[src/rtl/alu_pkg.sv]
// Shared types for the ALU sharing arbiter: ALU opcode encoding and the
// result-register ownership states.
package alu_pkg;

   typedef enum logic [3:0] {
      OP_ADD  = 4'd0,
      OP_SUB  = 4'd1,
      OP_AND  = 4'd2,
      OP_OR   = 4'd3,
      OP_XOR  = 4'd4,
      OP_SLL  = 4'd5,
      OP_SRL  = 4'd6,
      OP_SRA  = 4'd7,
      OP_SLT  = 4'd8,
      OP_SLTU = 4'd9
   } alu_op_t;

   typedef enum logic [1:0] {
      IDLE  = 2'd0,
      HOLD0 = 2'd1,
      HOLD1 = 2'd2
   } arb_state_t;

endpackage

[src/rtl/alu_share_arb_rr_arb2.sv]
// Two-way round-robin grant. Nothing is granted unless the result register
// is free; on contention the prio pointer picks the winner (0 = requester 0).
module rr_arb2 (
   input  logic [1:0] req,
   input  logic       prio,
   input  logic       free,
   output logic [1:0] grant
);

   always_comb begin
      grant = 2'b00;
      if (free) begin
         if (req == 2'b11) grant = prio ? 2'b10 : 2'b01;
         else              grant = req;
      end
   end

endmodule

[src/rtl/alu_share_arb.sv]
// Time-shares one combinational ALU between the EXU (requester 0) and the
// LSU address path (requester 1), returning results through one register.
//
//   state | meaning
//   IDLE  | result register empty
//   HOLD0 | result register owned by requester 0
//   HOLD1 | result register owned by requester 1
module alu_share_arb
   import alu_pkg::*;
#(
   parameter int W     = 32,
   parameter int CNT_W = 16
) (
   input  logic             clk,
   input  logic             rst,
   input  logic             r0_valid,
   output logic             r0_ready,
   input  logic [3:0]       r0_op,
   input  logic [W-1:0]     r0_a,
   input  logic [W-1:0]     r0_b,
   output logic             r0_rvalid,
   input  logic             r0_rready,
   output logic [W-1:0]     r0_result,
   input  logic             r1_valid,
   output logic             r1_ready,
   input  logic [3:0]       r1_op,
   input  logic [W-1:0]     r1_a,
   input  logic [W-1:0]     r1_b,
   output logic             r1_rvalid,
   input  logic             r1_rready,
   output logic [W-1:0]     r1_result,
   output logic [3:0]       alu_op,
   output logic [W-1:0]     alu_a,
   output logic [W-1:0]     alu_b,
   input  logic [W-1:0]     alu_s,
   output logic [CNT_W-1:0] conflict_cnt
);

   arb_state_t   state;
   logic         prio;
   logic [W-1:0] result_q;
   logic         free;
   logic [1:0]   grant_raw;
   logic [1:0]   grant;
   logic         both_req;

   // A holder that is consuming its result this cycle frees the register,
   // so release and the next grant happen in the same cycle.
   always_comb begin
      free = 1'b0;
      case (state)
         IDLE:    free = 1'b1;
         HOLD0:   free = r0_rready;
         HOLD1:   free = r1_rready;
         default: free = 1'b1;
      endcase
   end

   rr_arb2 u_rr_arb2 (
      .req   ({r1_valid, r0_valid}),
      .prio  (prio),
      .free  (free),
      .grant (grant_raw)
   );

   assign grant    = rst ? 2'b00 : grant_raw;
   assign both_req = r0_valid & r1_valid;

   assign r0_ready  = grant[0];
   assign r1_ready  = grant[1];
   assign r0_rvalid = (state == HOLD0);
   assign r1_rvalid = (state == HOLD1);
   assign r0_result = result_q;
   assign r1_result = result_q;

   always_comb begin
      alu_op = 4'd0;
      alu_a  = '0;
      alu_b  = '0;
      if (grant[0]) begin
         alu_op = r0_op;
         alu_a  = r0_a;
         alu_b  = r0_b;
      end else if (grant[1]) begin
         alu_op = r1_op;
         alu_a  = r1_a;
         alu_b  = r1_b;
      end
   end

   always_ff @(posedge clk) begin
      if (rst) begin
         state        <= IDLE;
         prio         <= 1'b0;
         result_q     <= '0;
         conflict_cnt <= '0;
      end else begin
         if (free) begin
            if (grant[0]) begin
               state    <= HOLD0;
               result_q <= alu_s;
               prio     <= 1'b1;
            end else if (grant[1]) begin
               state    <= HOLD1;
               result_q <= alu_s;
               prio     <= 1'b0;
            end else begin
               state    <= IDLE;
            end
         end
         if ((|grant) && both_req && (conflict_cnt != {CNT_W{1'b1}}))
            conflict_cnt <= conflict_cnt + {{(CNT_W-1){1'b0}}, 1'b1};
      end
   end

endmodule

[config.mk]
export PLATFORM = sky130hd
export DESIGN_NAME = alu_share_arb
export DESIGN_NICKNAME = d
export VERILOG_FILES = /design/src/rtl/alu_pkg.sv /design/src/rtl/alu_share_arb_rr_arb2.sv /design/src/rtl/alu_share_arb.sv
export SDC_FILE = /design/constraint.sdc
export NUM_CORES = 1
export LEC_CHECK = 0
export ABC_AREA = 1
export CORE_AREA = 2 2 127 129
export DETAILED_ROUTE_END_ITERATION = 6
export DIE_AREA = 0 0 129 131
export HOLD_SLACK_MARGIN = 0.02
export PLACE_DENSITY_LB_ADDON = 0.1
export SLEW_MARGIN = 20
export SYNTH_ARGS = -nofsm -noshare
export SYNTH_HDL_FRONTEND = slang
export SYNTH_SLANG_ARGS = --single-unit
[constraint.sdc]
create_clock -name clk -period 2.6 [get_ports clk]
set_input_delay 0.65 -clock clk [delete_from_list [all_inputs] [get_ports clk]]
set_output_delay 0.65 -clock clk [all_outputs]
set_load 0.02 [all_outputs]
# Word-level counts from Yosys, hierarchy flattened
# Index checks and enable logic that the tools add are counted.
totals:
  output_inout_bits: 152
  inputBits: 174
  register_bits: 51
op_classes:
  muxes: 17
  n_bitwise: 1
  n_reduce_logical: 5
  n_addsub: 1
  eq_ne: 4
op_table:
  columns: ["op", "count"]
  rows:
  - ["2-to-1 mux 32 bit", 6]
  - ["adder 16 x 1 -> 16 bit (second input constant)", 1]
  - ["inequality test 16 bit (second input constant)", 1]
  - ["2-to-1 mux 2 bit", 6]
  - ["2-to-1 mux 4 bit", 2]
  - ["== test 2 bit (second input constant)", 2]
  - ["== test 2 x 1 -> 1 bit (second input constant)", 1]
  - ["logical AND 1 bit", 2]
  - ["2-to-1 mux 1 bit", 2]
  - ["one-hot mux 1 bit (2 select lines)", 1]
  - ["AND reduction 2 bit", 1]
  - ["nonzero test 2 bit", 1]
  - ["OR reduction 2 bit", 1]
  - ["AND 1 bit", 1]

# Longest topological paths before layout
depth:
  ltp_word: 7
  mapped_depth: 12
  ltp_nobuf: 11

# Hierarchy
# Synthesis repeated with hierarchy kept, for this count alone.
unflattened:
  hier_cells: 573
  hier_area_um2: 3424.5
modules_own_cells:
  columns: ["module", "cells_per_inst", "area_each_um2", "instances", "seq_area_each_um2"]
  rows:
  - ["alu_share_arb", 568, 3403.3, 1, 1021.0]
  - ["rr_arb2", 5, 21.3, 1, 0.0]

# Worst setup path before layout
# OpenSTA, ideal clock, no wires.
synth_path:
  path_kind: "input to output"
  start: "in rst"
  end: "out alu_a[15]"
  path_buffers: 3
  t_required_ns: 1.950
  path_stages: 9
  path_slack_ns: 0.172
  t_arrival_ns: 1.778
  cell_sequence: "buf_6 clkinv_4 nand2_1 nor2_1 nand2_1 inv_2 buf_2 buf_2 a22o_1"
synth_via:
  elab_chain_len: 3
synth_rtl:
  columns: ["item", "line_no", "source"]
  rows:
  - ["start, declared", "alu_share_arb.sv:15", "input logic rst,"]
  - ["2-to-1 mux 2 bit *", "alu_share_arb.sv:66", "assign grant = rst ? 2'b00 : grant_raw;"]
  - ["2-to-1 mux 32 bit", "alu_share_arb.sv:84", "end else if (grant[1]) begin"]
  - ["2-to-1 mux 32 bit *", "alu_share_arb.sv:80", "if (grant[0]) begin"]
  - ["end, declared", "alu_share_arb.sv:33", "output logic [W-1:0] alu_a,"]
# Mark *: on every way between the ends. The rest lies on a longest branch, timed or not.

# Worst setup path after layout
layout_path:
  start: "in r0_valid"
  end: "out alu_b[21]"
layout_via:
  elab_chain_len: 6
layout_rtl:
  columns: ["item", "line_no", "source"]
  rows:
  - ["start, declared", "alu_share_arb.sv:16", "input logic r0_valid,"]
  - ["== test 2 bit", "alu_share_arb_rr_arb2.sv:13", "if (req == 2'b11) grant = prio ? 2'b10 : 2'b01;"]
  - ["2-to-1 mux 2 bit *", "alu_share_arb_rr_arb2.sv:13", null]
  - ["2-to-1 mux 2 bit *", "alu_share_arb_rr_arb2.sv:12", "if (free) begin"]
  - ["2-to-1 mux 2 bit *", "alu_share_arb.sv:66", null]
  - ["2-to-1 mux 32 bit", "alu_share_arb.sv:84", null]
  - ["2-to-1 mux 32 bit *", "alu_share_arb.sv:80", null]
  - ["end, declared", "alu_share_arb.sv:34", "output logic [W-1:0] alu_b,"]
# Marked as above.

==> run summary <==
The number of max-capacitance violations reported came out at 0. The fraction of synthesized cell area taken by the top area cell type is 31.6%. The combined global-route utilization of all metal layers is approximately 17%.

The global-route wire length before repair is 22500 um. The slew of the pin with the lowest slew margin came out at 0.347 ns. The flow ran to the end, and the final reports show no timing, DRC or antenna violations. The final antenna-violating net count came out at 0. Before antenna repair, the detailed router went through 5 iterations. The largest area contributor in the synthesized netlist is sky130_fd_sc_hd__dfxtp_1. The number of max-slew violations in the final report is 0. The total of flip-flops plus latches after synthesis is 51. The worst setup path is launched from an input port. The total power after layout is 3.00 mW. The number of remaining DRC errors is 0.

Pin placement for this block handled 326 I/O pins. The number of global-route vias before repair came out at 3869. The longest individual stage delay on the worst path came out at 0.28 ns. TritonCTS built the clock tree. The number of port buffers is 325.

Once detailed placement completed, the half-perimeter wirelength came to 13000 um. The maximum frequency from static timing analysis came out at 0.391 GHz. The net count of the mapped netlist is 615.

Setup violations remaining at the end of the flow were counted as 0. The count of H-tree levels built during CTS is 2. For this design the ratio of total power to cell area is 440 nW/um2. The kind of cell with the highest combined delay on the critical path is buffers and inverters. Prior to clock tree synthesis, the placed netlist has a worst setup slack of -0.629 ns. The area overhead of the layout relative to synthesis came out at 111%.

The analysis attributes to cell leakage a power of 2.77 nW. The post-route core utilization is 43.6%. During synthesis, Yosys emitted a total of 0 warnings. The cell row count came out at 46.

The total area inside the core boundary comes to approximately 16000 um2. The most numerous cell type found on the critical path is sky130_fd_sc_hd__nor2_2. The per-instance average area after synthesis came out at 7.38 um2. The via density per instance came out at 4.37. The total congestion overflow came out at 0. For this block, the initial DRC count from the detailed router was between 100 and 150. The tightest hold path in the finished design has a slack of 0.491 ns. The count of cell types in the netlist came out at 25. The worst hold path class is reg2reg. The via count of the routed design came out at around 4200. After layout, the worst path uses 98.4% of the clock period. The latest clock arrival within the worst-skew pair came out at 0.30 ns.

The mean routed wirelength per cell came out at 17.1 um. The final period demand of the worst path came out at 2.56 ns. Together, buffers and inverters on the worst path number 5. The start-to-end type of the worst setup path is in2out. The arrival time reported for the critical path endpoint came out at about 1.9 ns. Counting along the longest clock path gives a buffer depth of 2. The largest vdd supply drop came out at 0.266 mV. The required time reported for the critical path endpoint came out at just under 2 ns. The final critical-path setup slack came out at about 0.043 ns. The total of hold buffers inserted after clock tree synthesis came out at 0.

The starting density of the core came out at 20.7%. The tree is rooted in a sky130_fd_sc_hd__clkbuf_16. The largest fanout of any net on the critical path is 13. The TritonCTS sink count is 51. In the final layout, the share of cells above drive strength 1 is 20.4%. In the post-synthesis netlist, the biggest area contributors are sky130_fd_sc_hd__dfxtp_1 32%, sky130_fd_sc_hd__a22o_1 18%, sky130_fd_sc_hd__nor2_1 10%, sky130_fd_sc_hd__buf_4 7.7%, sky130_fd_sc_hd__nand2_1 6.4%. The critical path goes through dlygate4sd2_1 -> inv_1 -> nor2_2 -> nor2_2 -> nand2_4 -> inv_8 -> bufbuf_16 -> a22o_1 -> buf_4.

The final count of hold timing violations came out at 0. Entering global routing, the biggest net connects 26 pins. The die span in y is between 100 and 150 um. The number of antenna violations at the first check in global routing came to 2. Measured against its own limit, the worst slew margin works out to about three quarters.

Clock-pin slew was measured on the worst setup and hold paths at roughly 0.060 ns. The weighted congestion reported at the end of routability-driven placement is 0.785. The total standard cell area after synthesis is 3230 um2. Setup repair after global routing could not meet its margin everywhere. The slowest cell on the critical path is sky130_fd_sc_hd__bufbuf_16.

The number of buffers added by the clock tree synthesis step is 5. The clock tree skew after final layout is roughly 0.0095 ns. The total wirelength of the detailed-routed design came out at 16400 um. After synthesis, flip-flops and latches occupy 31.6% of the total area. The area enclosed by the die boundary came out at 16900 um2. The synthesized netlist cell count is 438. The horizontal extent of the die is around 130 um. The worst setup path is captured at an output pin. The net count of the finished layout is 918.
timing repair:
action,4_1_cts,5_1_grt
buffers inserted,5,1
gates cloned,4,0
gates resized for setup,317,41
pin swaps,8,9
endpoints found under the setup margin,70,48
sequential cells by signal, indices dropped and copies added, names as in the netlist:
register and count:
conflict_cnt 16, prio 1, r0_result 32, state 2
metal layers:
layer | part of all wire [%] | track usage, %
met5 | 0 | 0
met4 | 1.4 | 4.16
met3 | 6.4 | 3.42
met2 | 51 | 32.2
met1 | 41 | 20.9
placed cells by master (no fill, tap or decap), drive strengths merged, types with 3 or more instances in the layout:
cell type      Yosys  routed
inv               18      18
nand4              9       9
buf               45      97
dfxtp             51      51
clkdlybuf4s15      0       3
nor2              87      87
ha                 3       3
nand3             12      12
clkdlybuf4s50      0     250
nand2             68      68
xnor2              4       4
a22o              68      68
xor2               4       4
a21oi             17      17
clkbuf            15       6
o21ai             33      33
dlygate4sd2        0       4
power by group:
group | total, mW | internal [mW] | switching, mW
clock | 0.695 | 0.385 | 0.310
combinational | 1.40 | 0.744 | 0.653
sequential | 0.905 | 0.849 | 0.0556
total | 3.00 | 1.98 | 1.02
kinds of logic (layout without fill, tap and decap cells):
logic type | Yosys count | count (layout) | share of synthesized area [%]
other | 0 | 2 | 0
AND/OR/NAND/NOR | 178 | 178 | 23.3
AO/OA/AOI/OAI | 119 | 119 | 27.6
flip-flops | 51 | 51 | 31.6
XOR/XNOR | 8 | 8 | 2.17
adder cells (fa/ha/maj) | 3 | 3 | 1.16
buffers and inverters | 79 | 383 | 14.2
Yosys cell counts:
master,n
sky130_fd_sc_hd__nor2_1,86
sky130_fd_sc_hd__a22o_1,68
sky130_fd_sc_hd__nand2_1,55
sky130_fd_sc_hd__dfxtp_1,51
sky130_fd_sc_hd__buf_4,33
sky130_fd_sc_hd__o21ai_0,33
sky130_fd_sc_hd__inv_1,16
sky130_fd_sc_hd__clkbuf_1,15
sky130_fd_sc_hd__nand2_2,12
sky130_fd_sc_hd__nand3_1,12
sky130_fd_sc_hd__a21oi_2,10
sky130_fd_sc_hd__buf_2,9
sky130_fd_sc_hd__nand4_1,9
sky130_fd_sc_hd__a21oi_1,7
sky130_fd_sc_hd__xnor2_1,4
sky130_fd_sc_hd__xor2_1,4
sky130_fd_sc_hd__buf_6,3
sky130_fd_sc_hd__ha_1,3
sky130_fd_sc_hd__inv_2,2
sky130_fd_sc_hd__and2_1,1
sky130_fd_sc_hd__clkinv_4,1
sky130_fd_sc_hd__nand2_4,1
sky130_fd_sc_hd__nor2_4,1
sky130_fd_sc_hd__nor3_1,1
sky130_fd_sc_hd__o31ai_1,1
tightest hold or removal path: cells and delay by family, from the launching register on:
family,cells,cell delay (ns)
flops,1,0.33
simple gates,2,0.12
path summary, 6_finish.rpt:
kind | endpoint | start | cells after the start | slack, ns
min | prio | prio | 2 | 0.49
max reg2reg | conflict_cnt[0] | state[1] | 13 | 0.70
min reg2reg | prio | prio | 2 | 0.49
max | alu_b[21] | r0_valid | 9 | 0.04
cell type report:
cell class,instances,area (um2)
diodes,2,5.00
flip-flops and latches,51,1030
fillers,1585,8790
clock inverters,2,16.3
multi-input cells,308,1820
clock buffers,6,139
repair buffers,356,3440
inverters,19,91.3
well taps,216,270
per-stage QoR:
step / TNS, ns / cell area [um2] / std cells
floorplan: 0 / 3230 / 438
global placement: -38.49 / 6610 / 940
detailed placement: -39.01 / 6610 / 940
CTS: 0 / 6850 / 957
global route: -0.751 / 6810 / 960
finish: 0 / 6810 / 960
Power figures use the tool's default switching activity.
